$ cat config.mk
export PLATFORM = sky130hd
export DESIGN_NAME = lsu_stage
export DESIGN_NICKNAME = d
export VERILOG_FILES = /design/src/rtl/lsu_stage.sv
export SDC_FILE = /design/constraint.sdc
export NUM_CORES = 1
export LEC_CHECK = 0
export ABC_AREA = 1
export CAP_MARGIN = 20
export CELL_PAD_IN_SITES_DETAIL_PLACEMENT = 1
export CELL_PAD_IN_SITES_GLOBAL_PLACEMENT = 1
export CORE_AREA = 3 3 142 144
export DETAILED_ROUTE_END_ITERATION = 6
export DIE_AREA = 0 0 145 147
export PLACE_DENSITY = 0.82
export SYNTH_ARGS = -nofsm -noshare
export SYNTH_HDL_FRONTEND = slang
export SYNTH_SLANG_ARGS = --single-unit
$ cat constraint.sdc
create_clock -name clk_i -period 4.2 [get_ports clk_i]
set_clock_uncertainty 0.05 [all_clocks]
set_input_delay 0.63 -clock clk_i [delete_from_list [all_inputs] [get_ports clk_i]]
set_output_delay 0.63 -clock clk_i [all_outputs]
set_load 0.005 [all_outputs]
$ cat src/rtl/lsu_stage.sv
// lsu_stage: load/store stage issuing at most one req/gnt/rvalid bus transaction per op
module lsu_stage #(
    parameter int XLEN   = 32,
    parameter int STRB_W = XLEN / 8
) (
    input  logic              clk_i,
    input  logic              rst_i,
    input  logic              l_valid_i,
    output logic              l_ready_o,
    input  logic              is_load_i,
    input  logic              is_store_i,
    input  logic [2:0]        funct3_i,
    input  logic [XLEN-1:0]   res_i,
    input  logic [XLEN-1:0]   src2_i,
    output logic              l_valid_o,
    input  logic              l_ready_i,
    output logic [XLEN-1:0]   wb_data_o,
    output logic              misalign_o,
    output logic              bus_err_o,
    output logic              mem_req_o,
    output logic              mem_we_o,
    output logic [XLEN-1:0]   mem_addr_o,
    output logic [XLEN-1:0]   mem_wdata_o,
    output logic [STRB_W-1:0] mem_wstrb_o,
    input  logic              mem_gnt_i,
    input  logic              mem_rvalid_i,
    input  logic [XLEN-1:0]   mem_rdata_i,
    input  logic              mem_err_i
);
    typedef enum logic [1:0] {IDLE, REQ, WAIT, DONE} state_t;
    state_t            r_state, w_next;
    logic              r_ld, r_st, r_mis, r_berr;
    logic [2:0]        r_f3;
    logic [XLEN-1:0]   r_addr, r_src2, r_wb;
    logic              w_acc, w_mem_op, w_bad, w_ack, w_req, w_wr;
    logic [1:0]        w_off;
    logic [XLEN-1:0]   w_shift, w_load;

    assign w_acc    = l_valid_i && (r_state == IDLE);
    assign w_mem_op = is_load_i || is_store_i;
    assign w_bad    = (is_load_i && is_store_i)
                   || (is_load_i && (funct3_i == 3'b011 || funct3_i[2:1] == 2'b11))
                   || (is_store_i && funct3_i > 3'b010)
                   || (w_mem_op && ((funct3_i[1:0] == 2'b01 && res_i[0])
                                 || (funct3_i[1:0] == 2'b10 && res_i[1:0] != 2'b00)));
    assign w_ack    = mem_rvalid_i && (r_state == WAIT || (r_state == REQ && mem_gnt_i));
    assign w_off    = r_addr[1:0];
    assign w_shift  = mem_rdata_i >> {w_off, 3'b000};
    assign w_load   = (r_f3[1:0] == 2'b00) ? {{(XLEN-8){~r_f3[2] & w_shift[7]}}, w_shift[7:0]}
                    : (r_f3[1:0] == 2'b01) ? {{(XLEN-16){~r_f3[2] & w_shift[15]}}, w_shift[15:0]}
                    : w_shift;

    assign w_req       = (r_state == REQ);
    assign w_wr        = w_req && r_st;
    assign l_ready_o   = (r_state == IDLE);
    assign l_valid_o   = (r_state == DONE);
    assign wb_data_o   = r_wb;
    assign misalign_o  = r_mis;
    assign bus_err_o   = r_berr;
    assign mem_req_o   = w_req;
    assign mem_we_o    = w_wr;
    assign mem_addr_o  = w_req ? {r_addr[XLEN-1:2], 2'b00} : '0;
    assign mem_wdata_o = !w_wr ? '0
                       : (r_f3[1:0] == 2'b00) ? {STRB_W{r_src2[7:0]}}
                       : (r_f3[1:0] == 2'b01) ? {(STRB_W/2){r_src2[15:0]}}
                       : r_src2;
    assign mem_wstrb_o = !w_wr ? '0
                       : (r_f3[1:0] == 2'b00) ? STRB_W'(1) << w_off
                       : (r_f3[1:0] == 2'b01) ? STRB_W'(3) << w_off
                       : '1;

    // state register; async reset drops any in-flight request immediately
    always_ff @(posedge clk_i or posedge rst_i) begin
        if (rst_i) r_state <= IDLE;
        else       r_state <= w_next;
    end

    // next-state: bad accesses skip the bus, gnt+rvalid together shortcut WAIT
    always_comb begin
        w_next = r_state;
        unique case (r_state)
            IDLE:    if (l_valid_i) w_next = (w_mem_op && !w_bad) ? REQ : DONE;
            REQ:     if (mem_gnt_i) w_next = mem_rvalid_i ? DONE : WAIT;
            WAIT:    if (mem_rvalid_i) w_next = DONE;
            DONE:    if (l_ready_i) w_next = IDLE;
            default: w_next = IDLE;
        endcase
    end

    // op capture on accept, response capture on ack
    always_ff @(posedge clk_i or posedge rst_i) begin
        if (rst_i) begin
            r_ld   <= 1'b0;
            r_st   <= 1'b0;
            r_f3   <= '0;
            r_addr <= '0;
            r_src2 <= '0;
            r_wb   <= '0;
            r_mis  <= 1'b0;
            r_berr <= 1'b0;
        end else if (w_acc) begin
            r_ld   <= is_load_i;
            r_st   <= is_store_i;
            r_f3   <= funct3_i;
            r_addr <= res_i;
            r_src2 <= src2_i;
            r_wb   <= w_mem_op ? '0 : res_i;
            r_mis  <= w_bad;
            r_berr <= 1'b0;
        end else if (w_ack) begin
            r_wb   <= r_ld ? w_load : '0;
            r_berr <= mem_err_i;
        end
    end
endmodule

==> metrics.csv, run 1 <==
stage;metric;value;unit
floorplan;fp.coreArea;18830;um^2
grt;grt-ovfl-total;0;
power_and_ir_drop;vdd.ir_drop.worst;0.0002433;V
logic_synthesis;syn_area_per_cell;7.013;um^2
logic_synthesis;async_reset_ff_frac;1.000;
timing;rsz0062_at_grt;false;
route;detailroute.via_count;6322;
route;post-route-drc-count;0;
logic_synthesis;synth-edff-count;0;
finish;post-route-util;0.4583;
timing;min_period_over_period;0.8847;
clocking;cts_tree;yes;
outcome;outcome;completed;
timing;final.min_clock_period;3716;ps
grt;grt_start_max_net_pins;84;
timing;max_slew_margin;0.4659;
grt;track_usage;0.2088;
setup_path;critPathRequiredTime;3520;ps
logic_synthesis;synth_top_area_frac;0.4351;
grt;antenna_found_initial;0;
route;route.antenna.remaining_nets;0;
finish;final_cell_mix;sky130_fd_sc_hd__nand2_1 (299), sky130_fd_sc_hd__clkdlybuf4s50_1 (211), sky130_fd_sc_hd__dfrtp_1 (105);
route;drt_pre_antenna_iters;4;
logic_synthesis;synth.cell_area;6038;um^2
route;drc_violation_total_after_the_first_tritonroute_iteration;292;
logic_synthesis;seq_area_frac_synth;0.4351;
route;detail_route.wl_per_cell;17.20;um
finish;drive_gt1_frac;0.04314;
place;detailedPlacementHpwl;16.69;mm
floorplan;design.die.area;21320;um^2
route;ratio_of_routed_vias_to_standard_cells;4.852;
clocking;post_cts.repair.setup_buffers;0;
setup_path;cp-end-kind;output port;
grt;first_pass_grt_wire_length;35.95;mm
clocking;clockRootBuffer;sky130_fd_sc_hd__clkbuf_16;
power_and_ir_drop;cellLeakagePower;4.206;nW
place;gp_routability_congestion;0.8358;
clocking;cts-root-to-sink-buffers;2;
floorplan;num_io_pins;214;
run;max_cap_violations;0;
timing;setup_violations;0;
finish;number_of_nets_in_the_layout;1155;
logic_synthesis;synth_top_flop_cell;sky130_fd_sc_hd__dfrtp_1;
floorplan;core.rowCount;50;
finish;mostFrequentLayoutCell;sky130_fd_sc_hd__nand2_1;
clocking;tritoncts_num_sinks;105;
floorplan;initial_core_util;0.3207;
setup_path;ff2ff_setup_slack;1600;ps
clocking;hold_bufs_inserted_after_cts;0;
hold_path;hp-class;flop to flop;
setup_path;path_max_fanout;25;
setup_path;startpoint_type;flop;
grt;first_global_vias;6562;
logic_synthesis;biggest_area_contributors_in_the_synthesized_netlist;sky130_fd_sc_hd__dfrtp_1 (44%), sky130_fd_sc_hd__nand2_1 (19%), sky130_fd_sc_hd__inv_1 (6.3%);
finish;number_of_diodes;0;
timing;hold_viol;0;
timing;final_tns_setup;0;ps
setup_path;worst-endpoint-arrival;3040;ps
floorplan;dieWidth;145;um
place;portBuffers;211;
timing;worstMarginPinSlew;801.2;ps
clocking;number_of_h_tree_levels;3;
setup_path;worst-setup-path-type;flop to output port;
route;routed_wl;22.41;mm
logic_synthesis;post_synth_inst_count;861;
power_and_ir_drop;power_per_cell_area;697.8;nW/um^2
clocking;clkLatencyLatePin;360;ps
logic_synthesis;ffs_latches_synth;105;
floorplan;dieHeight;147;um
timing;final_max_slew_viol_count;0;
logic_synthesis;ys_types;29;
timing;clock.fmax;0.2691;GHz
finish;synthToLayoutAreaGrowth;42.91;%
clocking;tritoncts.num_buffers;9;
logic_synthesis;netlist.top_cell.by_area;sky130_fd_sc_hd__dfrtp_1;
clocking;clk_pin_slew_worst_paths;70;ps
clocking;cts_resized;0;
logic_synthesis;yosys_warnings;0;
## report_power, final
part / switching [mW] / total [mW] / internal, mW / leakage (nW)
Sequential: 0.332 / 1.84 / 1.51 / 1.29
Combinational: 1.90 / 3.27 / 1.37 / 2.77
Clock: 0.412 / 0.904 / 0.491 / 0.154
Total: 2.64 / 6.02 / 3.38 / 4.21
## kinds of logic after synthesis
family          after synthesis  share of synthesized area
simple gates                397                     0.2619
other cells                   1                  0.0006210
buf+inv                     165                     0.1152
flops                       105                     0.4351
fa+ha+maj                     9                    0.01865
compound gates              184                     0.1685
## cells in the mapped netlist (5+ instances only)
| cell type | number |
|---|---|
| sky130_fd_sc_hd__nand3_1 | 30 |
| sky130_fd_sc_hd__buf_2 | 20 |
| sky130_fd_sc_hd__dfrtp_1 | 105 |
| sky130_fd_sc_hd__a21oi_1 | 75 |
| sky130_fd_sc_hd__buf_6 | 5 |
| sky130_fd_sc_hd__o21ai_0 | 57 |
| sky130_fd_sc_hd__inv_1 | 101 |
| sky130_fd_sc_hd__o211ai_1 | 15 |
| sky130_fd_sc_hd__nand2_1 | 300 |
| sky130_fd_sc_hd__nor2_1 | 57 |
| sky130_fd_sc_hd__a31oi_1 | 31 |
| sky130_fd_sc_hd__ha_1 | 9 |
| sky130_fd_sc_hd__clkbuf_1 | 30 |
## stage by stage
stage / setup slack [ps] / std cells / power [mW] / hold slack, ps / cell area, um^2
finish: 484.1 / 1303 / 6.021 / 437.4 / 8630
global route: 220.8 / 1303 / 6.568 / 460.8 / 8630
CTS: 412.7 / 1302 / 6.053 / 441.0 / 8602
detailed placement: 890.9 / 1286 / 5.118 / 422.4 / 8289
global placement: 979.4 / 1286 / 5.019 / 412.0 / 8289
floorplan: 759.5 / 862 / 3.738 / 393.6 / 6042
## sequential cells by signal, indices dropped and copies added, names as in the netlist
signal	cells
r_st	1
r_state	2
bus_err_o	1
r_addr	32
r_ld	1
misalign_o	1
r_f3	3
wb_data_o	32
r_src2	32
## critical path, cell delays in order, from the launching register on
cell	delay, ps
sky130_fd_sc_hd__dfrtp_1	360
sky130_fd_sc_hd__buf_4	220
sky130_fd_sc_hd__inv_1	500
sky130_fd_sc_hd__nand2_1	490
sky130_fd_sc_hd__inv_1	290
sky130_fd_sc_hd__nand2_1	110
sky130_fd_sc_hd__nand3_1	80
sky130_fd_sc_hd__nand2_1	50
sky130_fd_sc_hd__inv_1	70
sky130_fd_sc_hd__clkdlybuf4s50_1	500
## metal layers
layer	up-vias	routed length, um	share of wire	global-route usage
met5	-	0	0	0
met4	0	380	0.017	0.06128
met3	22	1445	0.064	0.05861
met2	185	10650	0.48	0.3516
met1	3044	9941	0.44	0.2633
li1	3071	-	-	-
## worst paths after layout
check                                            start                   endpoint  cells past startpoint
worst max-delay path               r_f3[1]$_DFFE_PP0P_            mem_wdata_o[29]                      9
worst min-delay path            r_addr[13]$_DFFE_PP0P_     r_addr[13]$_DFFE_PP0P_                      2
worst max register to register     r_f3[1]$_DFFE_PP0P_  wb_data_o[21]$_DFFE_PP0P_                      8
worst min register to register  r_addr[13]$_DFFE_PP0P_     r_addr[13]$_DFFE_PP0P_                      2
max in group asynchronous                        rst_i     r_addr[21]$_DFFE_PP0P_                      3
min in group asynchronous                        rst_i      r_addr[8]$_DFFE_PP0P_                      2
## cell type report
type	instances	area, um^2
fill	2349	10200
multi-input combinational	592	2724
sequential	105	2628
timing repair buffer	226	2245
inverter	104	395.4
tap	260	325.3
clock buffer	11	242.7
clock inverter	5	70.07
No activity file was read; power rests on OpenSTA's default activity.
==> inputs of run 2 (changes only) <==
--- a/config.mk
+++ b/config.mk
@@ -6,6 +6,7 @@
 export NUM_CORES = 1
 export LEC_CHECK = 0
 export ABC_AREA = 1
+export ABC_CLOCK_PERIOD_IN_PS = 4200
 export CAP_MARGIN = 20
 export CELL_PAD_IN_SITES_DETAIL_PLACEMENT = 1
 export CELL_PAD_IN_SITES_GLOBAL_PLACEMENT = 1
==> results of run 2 <==
The final DEF is identical to that of run 1; final timing and power are the same.
==> inputs of run 3 (changes only) <==
--- a/config.mk
+++ b/config.mk
@@ -7,7 +7,6 @@
 export LEC_CHECK = 0
 export ABC_AREA = 1
 export ABC_CLOCK_PERIOD_IN_PS = 4200
-export CAP_MARGIN = 20
 export CELL_PAD_IN_SITES_DETAIL_PLACEMENT = 1
 export CELL_PAD_IN_SITES_GLOBAL_PLACEMENT = 1
 export CORE_AREA = 3 3 142 144
==> metrics.csv, run 3 (synthesized netlist as in run 1, its figures left out) <==
stage;metric;value;unit
outcome;outcome;completed;
grt;first_pass_grt_wire_length;35.95;mm
timing;hold-worst-slack;437.5;ps
hold_path;hp-class;flop to flop;
setup_path;startpoint_type;flop;
finish;drive_gt1_frac;0.04223;
grt;grt-ovfl-total;0;
place;gp_routability_congestion;0.8358;
setup_path;critPathRequiredTime;3520;ps
floorplan;num_io_pins;214;
route;detailroute.via_count;6305;
timing;clock.fmax;0.2673;GHz
finish;number_of_nets_in_the_layout;1154;
finish;number_of_diodes;0;
route;routed_wl;22.29;mm
power_and_ir_drop;vdd.ir_drop.worst;0.0002446;V
place;portBuffers;211;
power_and_ir_drop;power_per_cell_area;696.1;nW/um^2
timing;max_slew_margin;0.2999;
route;detail_route.wl_per_cell;17.12;um
timing;final_max_slew_viol_count;0;
setup_path;path_max_fanout;25;
power_and_ir_drop;cellLeakagePower;4.194;nW
floorplan;initial_core_util;0.3207;
clocking;post_cts.repair.setup_buffers;0;
clocking;number_of_h_tree_levels;3;
timing;final.min_clock_period;3742;ps
finish;final_cell_mix;sky130_fd_sc_hd__nand2_1 (299), sky130_fd_sc_hd__clkdlybuf4s50_1 (211), sky130_fd_sc_hd__dfrtp_1 (105);
clocking;clkLatencyLatePin;360;ps
floorplan;dieHeight;147;um
finish;fill_cell_instance_count_of_the_final_layout;2353;
finish;multi_input_area;2724;um^2
route;ratio_of_routed_vias_to_standard_cells;4.843;
finish;post-route-util;0.4568;
route;drc_violation_total_after_the_first_tritonroute_iteration;338;
timing;rsz0062_at_grt;false;
floorplan;dieWidth;145;um
place;detailedPlacementHpwl;16.69;mm
route;route.antenna.remaining_nets;0;
floorplan;design.die.area;21320;um^2
grt;first_global_vias;6562;
clocking;cts-root-to-sink-buffers;2;
run;max_cap_violations;0;
floorplan;fp.coreArea;18830;um^2
timing;min_period_over_period;0.8908;
clocking;hold_bufs_inserted_after_cts;0;
timing;final_tns_setup;0;ps
grt;grt_start_max_net_pins;84;
setup_path;worst-endpoint-arrival;3060;ps
clocking;tritoncts.num_buffers;9;
finish;area.sequential;2628;um^2
clocking;cts_resized;0;
clocking;clk_pin_slew_worst_paths;70;ps
route;post-route-drc-count;0;
clocking;tritoncts_num_sinks;105;
finish;synthToLayoutAreaGrowth;42.46;%
setup_path;worst-setup-path-type;flop to output port;
grt;antenna_found_initial;0;
setup_path;cp-end-kind;output port;
clocking;cts_tree;yes;
floorplan;core.rowCount;50;
grt;track_usage;0.2088;
route;drt_pre_antenna_iters;4;
finish;mostFrequentLayoutCell;sky130_fd_sc_hd__nand2_1;
clocking;clockRootBuffer;sky130_fd_sc_hd__clkbuf_16;
timing;setup_violations;0;
timing;hold_viol;0;
timing;worstMarginPinSlew;1049;ps
[run 3: cell count changes in the layout (fill, tap and decap cells not counted)]
cell	previous run	this run
sky130_fd_sc_hd__buf_16	1	0
[run 3: metal layers]
layer / share of wire / global-route usage
met5: 0 / 0
met2: 0.47 / 0.3516
met1: 0.44 / 0.2633
met4: 0.018 / 0.06128
met3: 0.070 / 0.05861
[run 3: area by class of cell]
cell class                 count  area share
clock buffer                  11     0.02822
clock inverter                 5    0.008145
inverter                     104     0.04596
multi-input combinational    592      0.3167
sequential                   105      0.3055
tap                          260     0.03782
timing repair buffer         225      0.2577
[run 3: final timing paths]
kind	startpoint	end	slack, ps	depth (start not counted)
max	r_f3[1]$_DFFE_PP0P_	mem_wdata_o[29]	460	9
min in group asynchronous	rst_i	r_addr[8]$_DFFE_PP0P_	730	2
max reg2reg	r_f3[1]$_DFFE_PP0P_	wb_data_o[21]$_DFFE_PP0P_	1570	8
min reg2reg	r_addr[13]$_DFFE_PP0P_	r_addr[13]$_DFFE_PP0P_	440	2
max in group asynchronous	rst_i	r_addr[21]$_DFFE_PP0P_	2600	3
min	r_addr[13]$_DFFE_PP0P_	r_addr[13]$_DFFE_PP0P_	440	2
[run 3: metrics by stage]
stage | setup WS, ps | power, mW | instance area, um^2 | cells
5_1_grt | 221.0 | 6.535 | 8602 | 1302
4_1_cts | 412.7 | 6.053 | 8602 | 1302
6_report | 458.5 | 5.988 | 8602 | 1302
2_1_floorplan | 759.5 | 3.738 | 6042 | 862
3_5_place_dp | 890.9 | 5.118 | 8289 | 1286
3_3_place_gp | 979.4 | 5.019 | 8289 | 1286
[run 3: where the power goes]
group	leakage (nW)	internal (mW)	total, mW	switching, mW
sequential	1.29	1.51	1.84	0.331
clock	0.154	0.491	0.905	0.414
combinational	2.75	1.35	3.24	1.89
total	4.19	3.35	5.99	2.63
[run 3: worst max-delay path, stage by stage, from the launching register on]
cell and delay, ps:
sky130_fd_sc_hd__dfrtp_1 360, sky130_fd_sc_hd__buf_4 220, sky130_fd_sc_hd__inv_1 510, sky130_fd_sc_hd__nand2_1 500
sky130_fd_sc_hd__inv_1 290, sky130_fd_sc_hd__nand2_1 110, sky130_fd_sc_hd__nand3_1 80, sky130_fd_sc_hd__nand2_1 50
sky130_fd_sc_hd__inv_1 70, sky130_fd_sc_hd__clkdlybuf4s50_1 500
